==> src/rtl/mem_access_ctrl.sv <==
// MEM-stage data-memory access controller: EX/MEM result -> bus load/store, stall until ram_ready.
// Optional alignment checking is enabled by defining MEM_ALIGN_CHECK_EN.
module mem_access_ctrl #(
    parameter int DATA_WIDTH     = 32,
    parameter int REG_ADDR_WIDTH = 5,
    parameter int TIMEOUT_CYCLES = 255
) (
    input  logic                      clk,
    input  logic                      rst,
    input  logic [DATA_WIDTH-1:0]     result_in,
    input  logic                      write_reg_en_in,
    input  logic [REG_ADDR_WIDTH-1:0] write_reg_addr_in,
    input  logic                      mem_read_en_in,
    input  logic                      mem_write_en_in,
    input  logic [1:0]                mem_size_in,
    input  logic                      mem_sign_ext_in,
    input  logic [DATA_WIDTH-1:0]     mem_write_data_in,
    output logic                      ram_en,
    output logic                      ram_write_en,
    output logic [DATA_WIDTH-1:0]     ram_addr,
    output logic [3:0]                ram_byte_sel,
    output logic [DATA_WIDTH-1:0]     ram_write_data,
    input  logic                      ram_ready,
    input  logic [DATA_WIDTH-1:0]     ram_read_data,
    output logic [DATA_WIDTH-1:0]     result_out,
    output logic                      write_reg_en_out,
    output logic [REG_ADDR_WIDTH-1:0] write_reg_addr_out,
    output logic                      stall_req,
    output logic                      bus_err,
    output logic                      align_err
);

    localparam logic [1:0] S_IDLE = 2'd0;
    localparam logic [1:0] S_BUSY = 2'd1;
    localparam logic [1:0] S_DONE = 2'd2;

    logic [1:0]                r_state;
    logic [DATA_WIDTH-1:0]     r_addr;
    logic [3:0]                r_sel;
    logic [DATA_WIDTH-1:0]     r_wdata;
    logic [1:0]                r_size;
    logic                      r_sign;
    logic                      r_is_store;
    logic                      r_wr_en;
    logic [REG_ADDR_WIDTH-1:0] r_wr_addr;
    logic [DATA_WIDTH-1:0]     r_data;
    logic [7:0]                r_cnt;

    logic                  w_mem_op;
    logic                  w_misalign;
    logic                  w_timeout;
    logic [3:0]            w_sel;
    logic [DATA_WIDTH-1:0] w_wdata;
    logic [7:0]            w_byte;
    logic [15:0]           w_half;
    logic [DATA_WIDTH-1:0] w_load_data;

    assign w_mem_op  = mem_read_en_in | mem_write_en_in;
    assign w_timeout = (r_cnt == 8'(TIMEOUT_CYCLES - 1));

`ifdef MEM_ALIGN_CHECK_EN
    assign w_misalign = ((mem_size_in == 2'b01) && result_in[0]) ||
                        (mem_size_in[1] && (result_in[1:0] != 2'b00));
`else
    assign w_misalign = 1'b0;
`endif

    always_comb begin
        w_sel   = 4'b1111;
        w_wdata = mem_write_data_in;
        case (mem_size_in)
            2'b00: begin
                w_sel   = 4'b0001 << result_in[1:0];
                w_wdata = {4{mem_write_data_in[7:0]}};
            end
            2'b01: begin
                w_sel   = result_in[1] ? 4'b1100 : 4'b0011;
                w_wdata = {2{mem_write_data_in[15:0]}};
            end
            default: ;
        endcase
    end

    always_comb begin
        case (r_addr[1:0])
            2'd0:    w_byte = ram_read_data[7:0];
            2'd1:    w_byte = ram_read_data[15:8];
            2'd2:    w_byte = ram_read_data[23:16];
            default: w_byte = ram_read_data[31:24];
        endcase
        w_half = r_addr[1] ? ram_read_data[31:16] : ram_read_data[15:0];
        case (r_size)
            2'b00:   w_load_data = {{24{r_sign & w_byte[7]}}, w_byte};
            2'b01:   w_load_data = {{16{r_sign & w_half[15]}}, w_half};
            default: w_load_data = ram_read_data;
        endcase
    end

    always_ff @(posedge clk or negedge rst) begin
        if (!rst) begin
            r_state    <= S_IDLE;
            r_addr     <= '0;
            r_sel      <= '0;
            r_wdata    <= '0;
            r_size     <= '0;
            r_sign     <= 1'b0;
            r_is_store <= 1'b0;
            r_wr_en    <= 1'b0;
            r_wr_addr  <= '0;
            r_data     <= '0;
            r_cnt      <= '0;
        end else begin
            case (r_state)
                S_IDLE: begin
                    if (w_mem_op && !w_misalign) begin
                        r_addr     <= result_in;
                        r_sel      <= w_sel;
                        r_wdata    <= w_wdata;
                        r_size     <= mem_size_in;
                        r_sign     <= mem_sign_ext_in;
                        r_is_store <= mem_write_en_in;
                        r_wr_en    <= write_reg_en_in;
                        r_wr_addr  <= write_reg_addr_in;
                        r_cnt      <= '0;
                        r_state    <= S_BUSY;
                    end
                end
                S_BUSY: begin
                    // ram_ready takes priority over a timeout landing in the same cycle
                    if (ram_ready) begin
                        r_data  <= w_load_data;
                        r_state <= S_DONE;
                    end else if (w_timeout) begin
                        r_data  <= '0;
                        r_wr_en <= 1'b0;
                        r_state <= S_DONE;
                    end else begin
                        r_cnt <= r_cnt + 8'd1;
                    end
                end
                S_DONE:  r_state <= S_IDLE;
                default: r_state <= S_IDLE;
            endcase
        end
    end

    always_comb begin
        ram_en             = 1'b0;
        ram_write_en       = 1'b0;
        ram_addr           = '0;
        ram_byte_sel       = '0;
        ram_write_data     = '0;
        result_out         = '0;
        write_reg_en_out   = 1'b0;
        write_reg_addr_out = '0;
        stall_req          = 1'b0;
        bus_err            = 1'b0;
        align_err          = 1'b0;
        // Outputs are forced low while reset is held, including the IDLE pass-through path
        if (rst) begin
            case (r_state)
                S_IDLE: begin
                    if (w_mem_op) begin
                        align_err = w_misalign;
                        stall_req = ~w_misalign;
                    end else begin
                        result_out         = result_in;
                        write_reg_en_out   = write_reg_en_in;
                        write_reg_addr_out = write_reg_addr_in;
                    end
                end
                S_BUSY: begin
                    ram_en         = 1'b1;
                    ram_write_en   = r_is_store;
                    ram_addr       = {r_addr[DATA_WIDTH-1:2], 2'b00};
                    ram_byte_sel   = r_sel;
                    ram_write_data = r_wdata;
                    stall_req      = 1'b1;
                    bus_err        = ~ram_ready & w_timeout;
                end
                S_DONE: begin
                    result_out         = r_is_store ? r_addr : r_data;
                    write_reg_en_out   = r_wr_en & ~r_is_store;
                    write_reg_addr_out = r_wr_addr;
                end
                default: ;
            endcase
        end
    end

endmodule

==> config.mk <==
export PLATFORM = sky130hd
export DESIGN_NAME = mem_access_ctrl
export DESIGN_NICKNAME = d
export VERILOG_FILES = /design/src/rtl/mem_access_ctrl.sv
export SDC_FILE = /design/constraint.sdc
export NUM_CORES = 1
export LEC_CHECK = 0
export ABC_CLOCK_PERIOD_IN_PS = 1900
export CORE_MARGIN = 4
export CORE_UTILIZATION = 35
export CTS_BUF_LIST = sky130_fd_sc_hd__clkbuf_8 sky130_fd_sc_hd__clkbuf_16
export DETAILED_ROUTE_END_ITERATION = 8
export PLACE_DENSITY_LB_ADDON = 0.2
export REMOVE_ABC_BUFFERS = 1
export SETUP_SLACK_MARGIN = 0.15
export SYNTH_ARGS = -nofsm -noshare
export SYNTH_HDL_FRONTEND = slang
export SYNTH_SLANG_ARGS = --single-unit
==> constraint.sdc <==
create_clock -name clk -period 1.9 [get_ports clk]
set_input_delay 0.19 -clock clk [delete_from_list [all_inputs] [get_ports clk]]
set_output_delay 0.19 -clock clk [all_outputs]
set_load 0.03 [all_outputs]
==> load_flow_metrics.sql, run 1 <==
INSERT INTO impl_metrics (metric_group, metric, value, unit) VALUES
('placed_design', 'place_hpwl', '15690', 'µm'),
('final_layout', 'layout-drive-gt1-share', '0.3340', ''),
('detailed_routing', 'antenna_violating_nets_post_route', '0', ''),
('timing', 'setup_viol', '124', ''),
('final_layout', 'layout_overhead_on_the_synthesized_area', '68.95', '%'),
('detailed_routing', 'dr.first_iter.drc_count', '345', ''),
('logic_synthesis', 'synth_top_area_frac', '0.4409', ''),
('detailed_routing', 'dr.pass1.iters', '5', ''),
('run_status', 'run_status', 'complete, but fails checks', ''),
('timing', 'postLayoutSetupSlackWorst', '-0.2107', 'ns'),
('logic_synthesis', 'post_synth_fa_ha_maj_area_fraction', '0.003674', ''),
('setup_path', 'crit_chain', 'buf_4, nor2b_4, buf_6, clkbuf_16, and3_4, buf_6', ''),
('detailed_routing', 'number_of_remaining_drc_errors', '0', ''),
('logic_synthesis', 'synth-warning-count', '0', ''),
('logic_synthesis', 'async_reset_ff_frac', '1.000', ''),
('power', 'vdd_drop_max', '0.7806', 'mV'),
('timing', 'skew', '0.01030', 'ns'),
('power', 'power-per-cell-area', '1492', 'mW/mm²'),
('min_path', 'class_of_the_tightest_hold_or_removal_check', 'input port to async pin', ''),
('setup_path', 'worstSetupStartpointType', 'register', ''),
('clock_tree', 'cts_buffers', '17', ''),
('clock_tree', 'cts.root.buffer_cell', 'clkbuf_16', ''),
('setup_path', 'class_of_the_most_critical_setup_path', 'register to output port', ''),
('setup_path', 'cp_max_fo', '6', ''),
('logic_synthesis', 'synth-xor-area-share', '0.001286', ''),
('placed_design', 'post-place-ws', '0.02056', 'ns'),
('run_status', 'failed_checks', 'negative setup slack', ''),
('logic_synthesis', 'synth_compound_area_frac', '0.1620', ''),
('logic_synthesis', 'synth_area', '0.006810', 'mm²'),
('timing', 'grt_setup_unrepaired', 'true', ''),
('global_route', 'first_global_vias', '6767', ''),
('timing', 'hold_slack', '0.04235', 'ns'),
('final_layout', 'layout.nets', '1171', ''),
('clock_tree', 'clock_insertion_delay_worst_skew', '0.42', 'ns'),
('logic_synthesis', 'synth_edf_count', '0', ''),
('timing', 'finalMaxSlewViolations', '0', ''),
('timing', 'fmaxAchievable', '473.8', 'MHz'),
('timing', 'worst_slew_margin_rel', '0.4228', ''),
('power', 'total_leakage_power', '5.205', 'nW'),
('logic_synthesis', 'yosys-mux-area-fraction', '0.1003', ''),
('clock_tree', 'clockBufferDepth', '2', ''),
('setup_path', 'cp_data_required_time', '1.71', 'ns'),
('clock_tree', 'tritoncts', 'built', ''),
('logic_synthesis', 'synth.avg_cell_area', '8.387', 'µm²'),
('global_route', 'first_pass_grt_wire_length', '38330', 'µm'),
('die', 'floorplan.die_area', '0.02175', 'mm²'),
('setup_path', 'worst_path_largest_cell_delay', '0.44', 'ns'),
('logic_synthesis', 'synth_ff_type', 'dfrtp_1', ''),
('die', 'chipWidth', '147.5', 'µm'),
('placed_design', 'port_buffers', '217', ''),
('setup_path', 'timing.critical_path.slowest_stage_cell', 'dfrtp_2', ''),
('clock_tree', 'cts_max_level', '4', ''),
('setup_path', 'crit_top_cell', 'buf_6', ''),
('logic_synthesis', 'synthDominantAreaCellType', 'dfrtp_1', ''),
('timing', 'final_min_period', '2.111', 'ns'),
('setup_path', 'critical_path_arrival', '1.92', 'ns'),
('logic_synthesis', 'synth-seq-area-share', '0.4409', ''),
('die', 'rows', '50', ''),
('logic_synthesis', 'synth_simple_gate_area_share', '0.2403', ''),
('die', 'die_height', '147.5', 'µm'),
('timing', 'layout_worst_path_cycle_share', '1.111', ''),
('setup_path', 'critical_path.top_delay_family', 'buffers and inverters', ''),
('job', 'cap_violations', '0', ''),
('setup_path', 'critical_path.n_buffers_inverters', '4', ''),
('logic_synthesis', 'synth.top_cells.by_area', 'dfrtp_1 (44%), nand2_1 (9.9%), mux2i_1 (9.7%), and3_1 (6.2%), a21oi_1 (4.7%)', ''),
('logic_synthesis', 'yosysUniqueCellTypes', '45', ''),
('die', 'coreArea', '0.01889', 'mm²'),
('clock_tree', 'clkTransAtPathRegs', '0.06', 'ns'),
('detailed_routing', 'drt-wirelength-per-cell', '20.05', 'µm'),
('setup_path', 'crit_path_end_kind', 'output port', ''),
('global_route', 'initial_antenna_violation_count', '1', '');
## final cells by class
class / count / area (µm²)
Clock inverter: 14 / 207.7
Tap cell: 260 / 325.3
Inverter: 9 / 33.78
Timing Repair Buffer: 295 / 3371
Clock buffer: 18 / 439.2
Multi-Input combinational cell: 616 / 4120
Sequential cell: 120 / 3007
Antenna cell: 1 / 2.502
Fill cell: 1633 / 7387
## what timing repair did
action | in CTS | in global routing
hold buffers | 4 | 0
gates resized for setup | 151 | 108
pin swaps | 11 | 65
endpoints found under the setup margin | 122 | 223
buffers inserted | 13 | 5
gates cloned | 9 | 11
endpoints found under the hold margin | 100 | 0
## placed cells by master, fill, tap and decap left out, drive strengths merged, types with 3 or more instances in the layout
master | netlist | layout
a22oi | 6 | 6
clkbuf | 43 | 27
a21oi | 64 | 64
mux2i | 66 | 66
and3 | 67 | 67
o21a | 3 | 3
or3 | 11 | 11
dfrtp | 120 | 120
o21ai | 61 | 61
a221o | 16 | 16
nor2b | 4 | 4
conb | 1 | 3
nand2b | 5 | 5
bufinv | 0 | 5
nor2 | 83 | 83
inv | 9 | 12
nand2 | 179 | 179
clkdlybuf4s50 | 0 | 108
buf | 27 | 176
clkinv | 0 | 4
o2bb2ai | 15 | 15
## cells by family (layout without fill, tap and decap cells)
kind of cell,count (synthesis),in the layout
and+or+nand+nor,364,364
adders and majority gates,2,2
muxes,67,67
xor gates and xnor gates,1,1
buffers and inverters,79,336
DFF,120,120
AOI/OAI and AO/OA,178,179
other,1,4
## synthesized netlist by cell type, types with 3 or more instances
master / n
o21a_1: 3
a22oi_1: 6
nand2b_1: 5
dfrtp_1: 120
inv_1: 9
or3_1: 11
buf_1: 5
nor2b_1: 3
clkbuf_1: 43
o2bb2ai_1: 15
buf_2: 16
mux2i_1: 66
buf_4: 4
nor2_1: 83
a21oi_1: 64
a221o_1: 16
and3_1: 67
o21ai_0: 61
nand2_1: 179
## metal layers
metal | vias up | global-route usage | wire [µm]
li1 | 3315 | - | -
met1 | 3354 | 0.2935 | 11340
met2 | 278 | 0.3611 | 12540
met3 | 47 | 0.06315 | 2214
met4 | 2 | 0.06664 | 613
met5 | - | 0 | 8
## state kept, by name, summed over array words and instances, names as in the netlist, 2 cells and up
signal     flops
r_size         2
r_state        2
r_addr        32
r_wr_addr      5
r_wdata       32
r_sel          4
r_cnt          8
r_data        32
## power breakdown
part | leakage, nW | switching [mW] | internal, mW
Sequential | 1.49 | 0.865 | 3.71
Combinational | 3.39 | 4.74 | 4.27
Clock | 0.320 | 1.22 | 2.35
Total | 5.20 | 6.83 | 10.3
## tightest hold or removal path: cells and delay by family
kind	cells	cell delay [ns]
buf+inv	3	0.62
## per-stage QoR
stage | power (mW) | instances | utilization | instance area, µm² | setup TNS [ns]
6_report | 17.16 | 1333 | 0.6090 | 11510 | -18.41
5_1_grt | 18.12 | 1332 | 0.6089 | 11500 | -28.03
3_3_place_gp | 10.99 | 1258 | 0.4881 | 9221 | 0
4_1_cts | 16.09 | 1316 | 0.5698 | 10770 | -9.360
3_5_place_dp | 11.09 | 1258 | 0.4881 | 9221 | 0
2_1_floorplan | 8.146 | 744 | - | 6505 | -374.61
## final timing paths
check                         startpoint          end  slack, ns  cells past startpoint
max in group asynchronous            rst   r_data[15]       0.63                      3
min in group clk           result_in[10]   r_addr[10]       0.33                      3
min                                  rst   r_data[20]       0.04                      3
max                           r_state[1]  ram_addr[3]      -0.21                      6
min reg2reg                   r_wdata[8]   r_wdata[8]       0.47                      2
max reg2reg                   r_state[1]     r_cnt[7]      -0.06                      8
No activity file was read; power rests on OpenSTA's default activity.
==> run 2: changes to the inputs <==
--- a/config.mk
+++ b/config.mk
@@ -6,6 +6,7 @@
 export NUM_CORES = 1
 export LEC_CHECK = 0
 export ABC_CLOCK_PERIOD_IN_PS = 1900
+export CORE_ASPECT_RATIO = 0.75
 export CORE_MARGIN = 4
 export CORE_UTILIZATION = 35
 export CTS_BUF_LIST = sky130_fd_sc_hd__clkbuf_8 sky130_fd_sc_hd__clkbuf_16
==> run 2 against run 1 <==
  * The flow finishes with violations (negative hold slack, negative setup slack)
  * Final cell count shrank 0.90%
  * Critical path type unchanged
  * Critical path depth grew 1
  * First-iteration DRC count grew 51%
  * Global-route usage shrank 0.72 points
  * Register-to-register slack gained 0.05 ns
  * Die area grew 0.11%
==> load_flow_metrics.sql, run 2 (synthesized netlist as in run 1, its figures left out) <==
INSERT INTO impl_metrics (metric_group, metric, value, unit) VALUES
('run_status', 'run_status', 'complete, but fails checks', ''),
('run_status', 'failed_checks', 'negative hold slack, negative setup slack', ''),
('clock_tree', 'tritoncts', 'built', ''),
('setup_path', 'worstSetupStartpointType', 'register', ''),
('final_layout', 'final_design_area_no_fill', '0.01118', 'mm²'),
('clock_tree', 'clockBufferDepth', '2', ''),
('final_layout', 'layout_overhead_on_the_synthesized_area', '64.14', '%'),
('placed_design', 'place_hpwl', '16120', 'µm'),
('power', 'seq_power_share', '0.276', ''),
('detailed_routing', 'antenna_violating_nets_post_route', '0', ''),
('timing', 'final_min_period', '2.164', 'ns'),
('global_route', 'initial_antenna_violation_count', '0', ''),
('power', 'p_sw_frac', '0.3975', ''),
('timing', 'worst_slew_margin_rel', '0.4145', ''),
('final_layout', 'layout.nets', '1173', ''),
('detailed_routing', 'vias', '6913', ''),
('placed_design', 'postPlaceCellArea', '0.009228', 'mm²'),
('detailed_routing', 'number_of_remaining_drc_errors', '0', ''),
('global_route', 'grt_util_all_layers', '0.2163', ''),
('global_route', 'first_pass_grt_wire_length', '37420', 'µm'),
('min_path', 'class_of_the_tightest_hold_or_removal_check', 'input port to async pin', ''),
('die', 'coreArea', '0.01878', 'mm²'),
('die', 'effective_utilization_at_floorplan', '0.3627', ''),
('detailed_routing', 'finalWirelength', '25510', 'µm'),
('detailed_routing', 'drt-wirelength-per-cell', '19.31', 'µm'),
('clock_tree', 'cts_sinks', '120', ''),
('timing', 'postLayoutSetupSlackWorst', '-0.2636', 'ns'),
('final_layout', 'fillCellCount', '1646', ''),
('timing', 'finalMaxSlewViolations', '0', ''),
('timing', 'final_hold_vios', '47', ''),
('detailed_routing', 'dr.first_iter.drc_count', '522', ''),
('setup_path', 'cp_data_required_time', '1.71', 'ns'),
('power', 'p_int', '9.964', 'mW'),
('power', 'post-layout-total-power', '16.54', 'mW'),
('global_route', 'overflow', '0', ''),
('timing', 'grt_setup_unrepaired', 'true', ''),
('power', 'net-switching-power', '6.574', 'mW'),
('timing', 'hold_slack', '-0.1690', 'ns'),
('power', 'power-per-cell-area', '1480', 'mW/mm²'),
('clock_tree', 'cts_max_level', '4', ''),
('die', 'floorplan.die_area', '0.02178', 'mm²'),
('final_layout', 'layout_top_registers', 'r_addr (32), r_data (32), r_wdata (32)', ''),
('job', 'cap_violations', '0', ''),
('timing', 'layout_worst_path_cycle_share', '1.139', ''),
('power', 'combinationalPowerShare', '0.524', ''),
('timing', 'setup_total_negative_slack', '-20.46', 'ns'),
('detailed_routing', 'dr.pass1.iters', '5', ''),
('global_route', 'grt_start_max_net_pins', '73', ''),
('die', 'rows', '43', ''),
('final_layout', 'antenna_cells', '0', ''),
('power', 'total_leakage_power', '5.196', 'nW'),
('detailed_routing', 'post_drt_via_cell_ratio', '5.233', ''),
('setup_path', 'class_of_the_most_critical_setup_path', 'register to output port', ''),
('global_route', 'first_global_vias', '6548', ''),
('placed_design', 'port_buffers', '217', ''),
('die', 'floorplan.io_pins', '221', ''),
('placed_design', 'gpl.final_weighted_congestion', '0.8285', ''),
('final_layout', 'layout-drive-gt1-share', '0.2784', ''),
('setup_path', 'crit_path_end_kind', 'output port', ''),
('timing', 'timing_worst_slew_pin_value', '0.8753', 'ns'),
('timing', 'fmaxAchievable', '462.2', 'MHz'),
('final_layout', 'final_common_cell', 'nand2_1', ''),
('power', 'vdd_drop_max', '0.7796', 'mV'),
('clock_tree', 'post_cts_hold_buffer_count', '4', ''),
('clock_tree', 'cts_buffers', '17', ''),
('power', 'clk_network_pwr_share', '0.200', ''),
('clock_tree', 'cts.root.buffer_cell', 'clkbuf_16', ''),
('die', 'die_height', '128.8', 'µm'),
('final_layout', 'most_used_cells_in_the_layout_excluding_fill_and_tap_cells', 'nand2_1 (178), dfrtp_1 (116), clkdlybuf4s50_1 (108)', ''),
('clock_tree', 'clock_insertion_delay_worst_skew', '0.42', 'ns'),
('setup_path', 'cp_max_fo', '5', ''),
('timing', 'skew', '0.004067', 'ns'),
('die', 'chipWidth', '169.1', 'µm'),
('clock_tree', 'clkTransAtPathRegs', '0.06', 'ns'),
('setup_path', 'critical_path_arrival', '1.97', 'ns'),
('timing', 'setup_viol', '113', '');
-- run 2: cell types whose count changed in the layout (fill, tap and decap cells not counted), sizes merged, moves of 2 or more --
cell and delta:
buf +3, bufinv -2, clkbuf -2, clkinv +2
clkinvlp +2, inv -2
-- run 2: what timing repair did --
action / in CTS / in global routing
gates cloned: 5 / 9
pin swaps: 15 / 32
endpoints found under the hold margin: 120 / 47
resized for setup: 83 / 98
setup buffers: 15 / 10
setup endpoints to repair: 126 / 135
-- run 2: area by class of cell --
type,instances,area [µm²],area share
inverters,9,33.78,0.003022
repair buffers,297,3374,0.3019
clock buffers,18,439.2,0.03929
flip-flops and latches,120,3008,0.2691
well taps,247,309.0,0.02765
multi-input cells,616,3856,0.3450
clock inverters,14,157.7,0.01410
-- run 2: critical path, cell delays in order (launching register included) --
cell and delay (ns):
dfrtp_2 0.45, nor4_4 0.31, buf_6 0.19, buf_12 0.13, clkbuf_16 0.14, a21oi_4 0.04, nor2_1 0.11, buf_4 0.17
-- run 2: per-stage QoR --
step                      utilization  setup slack, ns  std cells
final                          0.5953          -0.2636       1321
after global routing           0.5953          -0.3346       1321
after CTS                      0.5553          -0.1952       1302
after detailed placement       0.4914          0.03769       1246
after global placement         0.4914          0.08154       1246
after floorplan                     -           -4.162        744
-- run 2: worst paths after layout --
kind                                      start            end  slack, ns  cells past startpoint
worst max-delay path                 r_state[1]  result_out[2]      -0.26                      7
worst min-delay path                        rst     r_data[13]      -0.17                      2
worst max register to register       r_state[1]     r_data[24]      -0.01                      9
worst min register to register       r_wdata[2]     r_wdata[2]       0.47                      2
max in group asynchronous                   rst     r_addr[22]       0.56                      3
min in group clk                mem_sign_ext_in         r_sign       0.32                      3
-- run 2: power groups by stage --
stage | Clock, mW | Sequential (mW) | Combinational [mW]
after global routing | 3.48 | 4.69 | 9.35
after global placement | 0 | 4.53 | 6.49
after CTS | 3.38 | 4.50 | 7.47
final | 3.31 | 4.56 | 8.66
after detailed placement | 0 | 4.56 | 6.56
after floorplan | 0 | 4.41 | 3.73
-- run 2: layer usage --
layer,up-vias,track usage,routed length [µm]
li1,3319,-,-
met1,3352,0.3085,11910
met2,205,0.3278,11490
met3,37,0.05467,1614
met4,0,0.06105,489
met5,-,0,0
==> run 3: changes to the inputs <==
--- a/config.mk
+++ b/config.mk
@@ -5,7 +5,8 @@
 export SDC_FILE = /design/constraint.sdc
 export NUM_CORES = 1
 export LEC_CHECK = 0
-export ABC_CLOCK_PERIOD_IN_PS = 1900
+export ABC_AREA = 1
+export ABC_CLOCK_PERIOD_IN_PS = 2430
 export CORE_ASPECT_RATIO = 0.75
 export CORE_MARGIN = 4
 export CORE_UTILIZATION = 35
==> constraint.sdc (replaced) <==
create_clock -name clk -period 2.43 [get_ports clk]
set_input_delay 0.243 -clock clk [delete_from_list [all_inputs] [get_ports clk]]
set_output_delay 0.243 -clock clk [all_outputs]
set_load 0.03 [all_outputs]
==> run 3 against run 2 <==
  * The run now ends clean
  * Die area grew 1.4%
  * Sequential share of layout area grew 4.0 points
  * Wire length shrank 13%
  * Flip-flop and latch count is the same
  * Synthesized area grew 1.5%
  * Via count grew 0.45%
  * Worst hold slack gained 0.53 ns
  * Setup slack gained 0.55 ns
  * Combinational power shrank 41%
  * First-iteration DRC count grew 10%
  * Critical path type unchanged
  * Critical endpoint is now result_out[0]
==> load_flow_metrics.sql, run 3 <==
INSERT INTO impl_metrics (metric_group, metric, value, unit) VALUES
('run_status', 'run_status', 'complete, no violations', ''),
('final_layout', 'layout_top_registers', 'r_addr (32), r_data (32), r_wdata (32)', ''),
('final_layout', 'layout-drive-gt1-share', '0.1490', ''),
('timing', 'worst_slew_margin_rel', '0.5366', ''),
('logic_synthesis', 'synth_ff_type', 'dfrtp_1', ''),
('logic_synthesis', 'synth_simple_gate_area_share', '0.2608', ''),
('logic_synthesis', 'synth-xor-area-share', '0.005068', ''),
('final_layout', 'most_used_cells_in_the_layout_excluding_fill_and_tap_cells', 'nand2_1 (308), o21ai_0 (126), dfrtp_1 (118)', ''),
('power', 'seq_power_share', '0.308', ''),
('detailed_routing', 'finalWirelength', '22310', 'µm'),
('die', 'floorplan.die_area', '0.02209', 'mm²'),
('logic_synthesis', 'post_synth_fa_ha_maj_area_fraction', '0.003620', ''),
('die', 'die_height', '129.7', 'µm'),
('detailed_routing', 'post_drt_via_cell_ratio', '4.753', ''),
('logic_synthesis', 'async_reset_ff_frac', '1.000', ''),
('detailed_routing', 'dr.first_iter.drc_count', '576', ''),
('global_route', 'overflow', '0', ''),
('timing', 'setup_viol', '0', ''),
('logic_synthesis', 'synth_compound_area_frac', '0.1861', ''),
('power', 'clk_network_pwr_share', '0.228', ''),
('logic_synthesis', 'post_synth_most_frequent_cells', 'nand2_1 (308), o21ai_0 (126), dfrtp_1 (120)', ''),
('timing', 'grt_setup_unrepaired', 'true', ''),
('placed_design', 'place_hpwl', '15560', 'µm'),
('power', 'net-switching-power', '4.717', 'mW'),
('timing', 'final_hold_vios', '0', ''),
('detailed_routing', 'vias', '6944', ''),
('final_layout', 'fin_cells', '1461', ''),
('setup_path', 'crit_chain', 'nor2_2, nand2_1, inv_1, buf_4, nand2_1, a21oi_2, buf_12', ''),
('setup_path', 'cp_max_fo', '10', ''),
('placed_design', 'post-place-ws', '0.3868', 'ns'),
('timing', 'postLayoutSetupSlackWorst', '0.2908', 'ns'),
('logic_synthesis', 'synth_edf_count', '0', ''),
('clock_tree', 'cts.root.buffer_cell', 'clkbuf_16', ''),
('placed_design', 'gpl.final_weighted_congestion', '0.8492', ''),
('clock_tree', 'cts_buffers', '17', ''),
('setup_path', 'cp_data_required_time', '2.19', 'ns'),
('timing', 'hold_slack', '0.3641', 'ns'),
('logic_synthesis', 'synth_area', '0.006913', 'mm²'),
('logic_synthesis', 'synth_most_common_cell', 'nand2_1', ''),
('setup_path', 'crit_path_end_kind', 'output port', ''),
('timing', 'skew', '0.009892', 'ns'),
('logic_synthesis', 'synth_top_area_frac', '0.4344', ''),
('power', 'power-per-cell-area', '1123', 'mW/mm²'),
('final_layout', 'multiInputGateArea', '0.003174', 'mm²'),
('logic_synthesis', 'synth.avg_cell_area', '6.913', 'µm²'),
('detailed_routing', 'number_of_remaining_drc_errors', '0', ''),
('logic_synthesis', 'synthDominantAreaCellType', 'dfrtp_1', ''),
('final_layout', 'antenna_cells', '0', ''),
('setup_path', 'crit_top_cell', 'nand2_1', ''),
('final_layout', 'final_common_cell', 'nand2_1', ''),
('clock_tree', 'clock_insertion_delay_worst_skew', '0.42', 'ns'),
('clock_tree', 'tritoncts', 'built', ''),
('detailed_routing', 'drt-wirelength-per-cell', '15.27', 'µm'),
('setup_path', 'worst-r2r-cell-count', '8', ''),
('setup_path', 'critical_path.top_delay_family', 'buffers and inverters', ''),
('detailed_routing', 'antenna_violating_nets_post_route', '0', ''),
('logic_synthesis', 'yosys-mux-area-fraction', '0', ''),
('die', 'coreArea', '0.01938', 'mm²'),
('timing', 'layout_worst_path_cycle_share', '0.8803', ''),
('min_path', 'hold_start', 'mem_sign_ext_in', ''),
('setup_path', 'class_of_the_most_critical_setup_path', 'register to output port', ''),
('clock_tree', 'clkTransAtPathRegs', '0.05', 'ns'),
('logic_synthesis', 'synth.top_cells.by_area', 'dfrtp_1 (43%), nand2_1 (17%), o21ai_0 (9.1%), a21oi_1 (7.1%), nor2_1 (5.8%)', ''),
('logic_synthesis', 'yosysUniqueCellTypes', '33', ''),
('logic_synthesis', 'synth.ff_latch_count', '120', ''),
('die', 'chipWidth', '170.3', 'µm'),
('job', 'cap_violations', '0', ''),
('global_route', 'grt_util_all_layers', '0.1988', ''),
('setup_path', 'r2r_setup_slack', '0.76', 'ns'),
('setup_path', 'worst_path_largest_cell_delay', '0.42', 'ns'),
('final_layout', 'seq_area', '0.003008', 'mm²'),
('placed_design', 'port_buffers', '217', ''),
('final_layout', 'fillCellCount', '1955', ''),
('power', 'p_int', '6.204', 'mW'),
('power', 'total_leakage_power', '4.801', 'nW'),
('timing', 'final_min_period', '2.139', 'ns'),
('power', 'vdd_drop_max', '0.5192', 'mV'),
('global_route', 'grt_start_max_net_pins', '121', ''),
('min_path', 'endpoint_with_the_worst_hold_slack', 'r_sign', ''),
('die', 'floorplan.io_pins', '221', ''),
('clock_tree', 'cts_sinks', '120', ''),
('power', 'p_sw_frac', '0.4319', ''),
('min_path', 'whs_path_depth', '3', ''),
('logic_synthesis', 'synth-seq-area-share', '0.4344', ''),
('min_path', 'class_of_the_tightest_hold_or_removal_check', 'input port to register', ''),
('die', 'rows', '44', ''),
('logic_synthesis', 'largest_family_of_logic_cells_by_synthesized_area', 'simple AND/OR/NAND/NOR gates', ''),
('timing', 'timing_worst_slew_pin_value', '0.6952', 'ns'),
('clock_tree', 'cts_max_level', '4', ''),
('global_route', 'first_pass_grt_wire_length', '34650', 'µm'),
('timing', 'fmaxAchievable', '467.5', 'MHz'),
('setup_path', 'worst_r2r_endpoint', 'r_data[17]', ''),
('timing', 'setup_total_negative_slack', '0', 'ns'),
('final_layout', 'layout_overhead_on_the_synthesized_area', '40.71', '%'),
('setup_path', 'critical_path_arrival', '1.90', 'ns'),
('clock_tree', 'clockBufferDepth', '2', ''),
('setup_path', 'critical_path.n_buffers_inverters', '3', ''),
('setup_path', 'worstSetupStartpointType', 'register', ''),
('setup_path', 'rr_startpoint', 'r_state[1]', ''),
('global_route', 'initial_antenna_violation_count', '0', ''),
('die', 'effective_utilization_at_floorplan', '0.3567', ''),
('placed_design', 'post-place-cells', '1428', ''),
('power', 'combinationalPowerShare', '0.464', ''),
('setup_path', 'timing.critical_path.slowest_stage_cell', 'dfrtp_1', ''),
('timing', 'finalMaxSlewViolations', '0', ''),
('logic_synthesis', 'synth-warning-count', '0', ''),
('detailed_routing', 'dr.pass1.iters', '5', ''),
('final_layout', 'layout.nets', '1308', ''),
('global_route', 'first_global_vias', '6381', ''),
('logic_synthesis', 'postSynthCellCount', '1000', '');
## run 3: changes by cell type after synthesis, sizes merged, moves of 15 or more
cell / before / now
clkbuf: 43 / 23
inv: 9 / 111
a221o: 16 / 0
mux2i: 66 / 0
nand2: 179 / 311
and3: 67 / 0
o21ai: 61 / 128
o2bb2ai: 15 / 0
a21oi: 64 / 98
nor2: 83 / 111
nand3: 2 / 26
## run 3: metal layers
layer,share of wire,vias up,GRT usage
met5,0,-,0
met4,0.014,0,0.05070
met3,0.072,25,0.04967
met2,0.42,219,0.2814
met1,0.49,3154,0.3028
li1,-,3546,-
## run 3: cell families after synthesis
group,Yosys count
xor+xnor,4
buf+inv,173
flops,120
fa+ha+maj,2
simple gates,452
other cells,1
compound gates,248
## run 3: power groups by stage
stage / clock network, mW / logic [mW] / registers [mW]
6_report: 2.49 / 5.07 / 3.37
5_1_grt: 2.64 / 5.68 / 3.48
4_1_cts: 2.54 / 5.04 / 3.37
3_5_place_dp: 0 / 5.00 / 3.39
3_3_place_gp: 0 / 4.95 / 3.38
2_1_floorplan: 0 / 3.09 / 3.35
## run 3: through the flow
step | utilization | power, mW | area (µm²)
2_1_floorplan | - | 6.442 | 6589
3_5_place_dp | 0.4694 | 8.397 | 9096
5_1_grt | 0.5019 | 11.80 | 9727
3_3_place_gp | 0.4694 | 8.322 | 9096
4_1_cts | 0.5006 | 10.95 | 9701
6_report | 0.5019 | 10.92 | 9727
## run 3: worst min-delay path: cells and delay by family
| kind | cells | cell delay [ns] |
|---|---|---|
| buf+inv | 1 | 0.39 |
| simple gates | 2 | 0.10 |
## run 3: what timing repair did
| item | 4_1_cts | 5_1_grt |
|---|---|---|
| buffers inserted | 0 | 1 |
| gates resized for setup | 4 | 6 |
| endpoints found under the setup margin | 6 | 40 |
| gates cloned | 0 | 0 |
| hold buffers | 1 | 0 |
| pin swaps | 0 | 1 |
| hold endpoints to repair | 83 | 0 |
## run 3: area by class of cell
class | count | share of cell area
flip-flops and latches | 120 | 0.3092
clock buffers | 21 | 0.04940
inverters | 112 | 0.04399
repair buffers | 236 | 0.2279
clock inverters | 10 | 0.01055
well taps | 253 | 0.03254
multi-input cells | 709 | 0.3263
## run 3: how the worst max path moves through the flow
stage                          startpoint            end  slack (ns)  cells past startpoint
after floorplan           mem_write_en_in       r_sel[2]        0.11                      4
after global placement     mem_read_en_in  result_out[0]        0.35                      8
after detailed placement  mem_write_en_in  result_out[0]        0.39                      8
after CTS                      r_state[0]  result_out[0]        0.21                      7
after global routing           r_state[0]  result_out[0]        0.12                      7
final                          r_state[1]  result_out[0]        0.29                      7
